`config.mk`:
```
export PLATFORM = sky130hd
export DESIGN_NAME = serin_shift_module
export DESIGN_NICKNAME = d
export VERILOG_FILES = /design/src/rtl/serin_shift_module.sv
export SDC_FILE = /design/constraint.sdc
export NUM_CORES = 1
export LEC_CHECK = 0
export CORE_UTILIZATION = 50
export CTS_CLUSTER_DIAMETER = 40
export CTS_CLUSTER_SIZE = 8
export DETAILED_ROUTE_END_ITERATION = 8
export PLACE_DENSITY_LB_ADDON = 0.12
export SYNTH_ARGS = -nofsm -noshare
export SYNTH_HDL_FRONTEND = slang
export SYNTH_SLANG_ARGS = --single-unit
```
`constraint.sdc`:
```
create_clock -name clk -period 1.8 [get_ports clk]
set_clock_uncertainty 0.15 [all_clocks]
set_input_delay 0.18 -clock clk [delete_from_list [all_inputs] [get_ports clk]]
set_output_delay 0.18 -clock clk [all_outputs]
set_load 0.02 [all_outputs]
```
`src/rtl/serin_shift_module.sv`:
```
// Serial-input shift path for the POKEY core. It samples SerIn once per bit,
// assembles 8 data bits LSB first, loads SERIN at the stop bit and keeps the
// Full / Overrun / FrameErr status flags.
module serin_shift_module (
  input  logic       clk,
  input  logic       reset_n,
  input  logic       enp,
  input  logic       enn,
  input  logic       SerIn,
  input  logic       Shift,
  input  logic       AddrDr,
  input  logic       SkRes,
  output logic [7:0] Dout,
  output logic       Full,
  output logic       Overrun,
  output logic       FrameErr,
  output logic       Busy
);

  localparam int unsigned DW = 8;
  localparam int unsigned CW = 3;

  typedef enum logic [1:0] {
    IDLE = 2'd0,
    DATA = 2'd1,
    STOP = 2'd2
  } state_t;

  state_t          state;
  state_t          state_nxt;
  logic [DW-1:0]   shreg;
  logic [CW-1:0]   bitcnt;
  logic            sample_c;
  logic            xfer_c;
  logic            rd_c;
  logic            skres_c;
  logic            unused_enn;

  // enn only paces the transmit side; it is kept for port symmetry
  assign unused_enn = enn;

  // One sample event per slow-clock period; CPU controls act only on enp cycles
  assign sample_c = enp & Shift;
  assign xfer_c   = sample_c & (state == STOP);
  assign rd_c     = enp & AddrDr;
  assign skres_c  = enp & SkRes;

  // Busy decodes the registered state
  assign Busy = (state != IDLE);

  // State register
  always_ff @(posedge clk) begin
    if (!reset_n) begin
      state <= IDLE;
    end else begin
      state <= state_nxt;
    end
  end

  // Next-state logic: start bit -> 8 data bits -> stop bit
  always_comb begin
    state_nxt = state;
    case (state)
      IDLE: if (sample_c && !SerIn) state_nxt = DATA;
      DATA: if (sample_c && (bitcnt == CW'(7))) state_nxt = STOP;
      STOP: if (sample_c) state_nxt = IDLE;
      default: state_nxt = IDLE;
    endcase
  end

  // Shift register and bit counter; bitcnt holds at 7 so it never wraps in a frame
  always_ff @(posedge clk) begin
    if (!reset_n) begin
      shreg  <= '0;
      bitcnt <= '0;
    end else if (sample_c) begin
      if (state == IDLE && !SerIn) begin
        bitcnt <= '0;
      end else if (state == DATA) begin
        shreg <= {SerIn, shreg[DW-1:1]};
        if (bitcnt != CW'(7)) begin
          bitcnt <= bitcnt + CW'(1);
        end
      end
    end
  end

  // Holding register and status flags; a set beats a same-cycle clear,
  // and a read in the transfer cycle is taken as read-then-transfer
  always_ff @(posedge clk) begin
    if (!reset_n) begin
      Dout     <= '0;
      Full     <= 1'b0;
      Overrun  <= 1'b0;
      FrameErr <= 1'b0;
    end else begin
      if (xfer_c) begin
        Dout <= shreg;
        Full <= 1'b1;
      end else if (rd_c) begin
        Full <= 1'b0;
      end

      if (xfer_c && Full && !AddrDr) begin
        Overrun <= 1'b1;
      end else if (skres_c) begin
        Overrun <= 1'b0;
      end

      if (xfer_c && !SerIn) begin
        FrameErr <= 1'b1;
      end else if (skres_c) begin
        FrameErr <= 1'b0;
      end
    end
  end

endmodule

```
==> results.txt <==
ratio of cells with drive above 1 in the final layout - 12.3%
fin nets - 149
utilization after layout - 65.8%
worst path cell trace - clkdlybuf4s50_1
DP Worst Slack - 0.0416 ns
worst r2r dst - state[1]$_SDFFE_PN0P_
Critical Path End Type - output port
global placer's final weighted congestion - 0.736
Detailed Place HPWL - 1290 um
row count - 16
clock transition at the registers of the reported paths - 0.13 ns
vias in the first global route - 704
DR vias - 813
CTS tree - built
Max IR drop VDD - 0.000469 V
DRC viols - 0
endpoints failing hold - 0
syn_nets - 127
slowest stage delay, CP - 0.62 ns
Inserted Diodes - 0
first-pass GRT wire length - 2860 um
First DRT Iteration DRCs - 21
Initial Utilization - 53.7%
antenna-violating nets left - 0
# port buffers - 18
max-slew violation count - 0
CTS H-tree depth - 1
syn_area_per_cell - 9.10 um2
post-synthesis sequential area ratio - 45.1%
final setup TNS - 0 ns
final instance area - 1310 um2
pwr dens - 668 nW/um2
reg2reg setup slack - 0.21 ns
critical path class - reg -> out
placed cell areas - 1270 um2
GRT Overall Usage - 18.0%
Tmin final - 1.65 ns
Hold EP - Dout[1]$_SDFFE_PN0N_
GR Util met1 - 22.4%
max cap viols - 0
CTS Buffer Depth - 2
worst hold slack - 0.308 ns
Sink Count - 24
area delta synth->final - 22.6%
met3 Usage GRT - 4.44%
routed length per instance - 10.6 um
Boundary Pins - 20
GRT overflow - 0
synth warn - 0
Worst setup SP type - flop
GR met2 Demand/Resource - 29.9%
setup ws final - 0.147 ns
Max stage delay cell, worst path - clkdlybuf4s50_1
Skew-Pair Late Insertion Delay - 0.31 ns
total CTS buffers - 3
CP max FO - 3
Detailed Routing Iterations Pass 1 - 4
Crit path max-delay family - buffers and inverters
Worst Hold Class - reg -> reg
antenna violations before repair - 0
number of synthesized register bits - 24
CP Data Required Time - 1.47 ns
post-CTS setup buffers - 0
reg2reg path depth - 5
die height - 48.1 um
endpoints failing setup - 0
Leak - 0.478 nW
cell depth of the worst min-delay path - 2
Non-Filler Instances - 165
relative max-transition margin - 76.1%
mapped cell area - 1060 um2
crit path DAT - 1.32 ns
Synth Instances - 117
synth unique cells - 28
worst reg2reg startpoint - bitcnt[0]$_SDFFE_PN0P_
overall power - 872 uW
status - finished, final reports clean
Fmax - 605 MHz
core area - 1980 um2
vias per cell - 4.93
final period utilization - 91.9%
worst path bufs/invs - 1
Die X - 48.1 um
largest net degree at the start of global routing - 28
# placed instances - 161
Hold Startpoint - Dout[1]$_SDFFE_PN0N_
root buffer selected by CTS - clkbuf_4
RSZ-0062 raised after global routing - no
DIE AREA - 2320 um2
worst-margin pin slew - 0.357 ns
GRT busiest layer - met2
Total Wirelength - 1750 um
[cells by family after synthesis]
family	after synthesis	share of synthesized area, %
AO/OA/AOI/OAI	26	20.1
AND/OR/NAND/NOR	57	26.7
buffers and inverters	8	5.76
adder cells (fa/ha/maj)	2	2.35
flip-flops	24	45.1
[worst register-to-register path, delay by kind of cell, from the launching register on]
family                     cells  cell delay [ns]
AOI/OAI and AO/OA              1             0.12
adders and majority gates      2             0.40
DFF                            1             0.37
and+or+nand+nor                2             0.50
[state kept, by name (all words and copies together) (netlist names)]
signal and flops:
FrameErr 1, Full 1, Overrun 1, Dout 8
shreg 8, bitcnt 3, state 2
[worst max-delay path by stage]
stage                                 from                     end  slack (ns)  depth (start not counted)
finish                   Full$_SDFFE_PN0P_                    Full        0.15                          1
global route        bitcnt[0]$_SDFFE_PN0P_   state[1]$_SDFFE_PN0P_        0.09                          5
CTS                      Full$_SDFFE_PN0P_                    Full        0.14                          1
detailed placement                     enp  bitcnt[0]$_SDFFE_PN0P_        0.04                          4
global placement                       enp  bitcnt[1]$_SDFFE_PN0P_        0.07                          4
floorplan           bitcnt[0]$_SDFFE_PN0P_  bitcnt[0]$_SDFFE_PN0P_        0.34                          4
[cell type report]
class                           instances  area, um2
Clock buffer                            4       36.3
Fill cell                             161        677
Multi-Input combinational cell         85        523
Sequential cell                        24        480
Tap cell                               27       33.8
Timing Repair Buffer                   25        231
[cell usage after synthesis]
| master | number | area, um2 |
|---|---|---|
| nand3b_2 | 1 | 11.3 |
| nand2b_4 | 1 | 13.8 |
| nand4b_1 | 1 | 8.76 |
| nor2_1 | 2 | 7.51 |
| nor2b_1 | 2 | 12.5 |
| nand3b_1 | 1 | 7.51 |
| a21boi_2 | 1 | 11.3 |
| a21boi_1 | 17 | 128 |
| nand2b_1 | 1 | 6.26 |
| a2111oi_4 | 1 | 27.5 |
| nand2_1 | 41 | 154 |
| nor3b_1 | 1 | 7.51 |
| o22ai_1 | 3 | 18.8 |
| o21a_1 | 1 | 7.51 |
| nand3_1 | 1 | 5.00 |
| nand4b_2 | 1 | 15.0 |
| clkbuf_1 | 2 | 7.51 |
| dfxtp_1 | 24 | 480 |
| a32oi_1 | 1 | 8.76 |
| a21boi_0 | 1 | 7.51 |
| buf_2 | 1 | 5.00 |
| buf_6 | 3 | 33.8 |
| ha_1 | 2 | 25.0 |
| or2_2 | 1 | 6.26 |
| a21oi_1 | 1 | 5.00 |
| or3b_1 | 1 | 8.76 |
| and4b_1 | 2 | 20.0 |
| buf_4 | 2 | 15.0 |
[power by group]
part,switching (mW),total [mW],leakage (nW),internal [mW]
clock network,0.153,0.277,0.0210,0.123
logic,0.0283,0.0615,0.263,0.0333
registers,0.00107,0.534,0.193,0.533
[layer usage]
layer / part of all wire (%) / wire [um]
met4: 1.1 / 20
met2: 48 / 834
met1: 49 / 859
met5: 0 / 0
met3: 2.2 / 39
[cells in the final DEF (no fill, tap or decap), drive strengths merged, types with 3 or more instances in the layout]
cell type and count:
clkbuf 4, buf 7, dfxtp 24, a21boi 19
nand2 41, o22ai 3, clkdlybuf4s50 17
[repair_timing]
item                                    CTS  global route
endpoints found under the setup margin    1             0
hold buffers                              0             0
gates resized for setup                   1             0
Note: power is estimated with default switching activity, not from simulation.
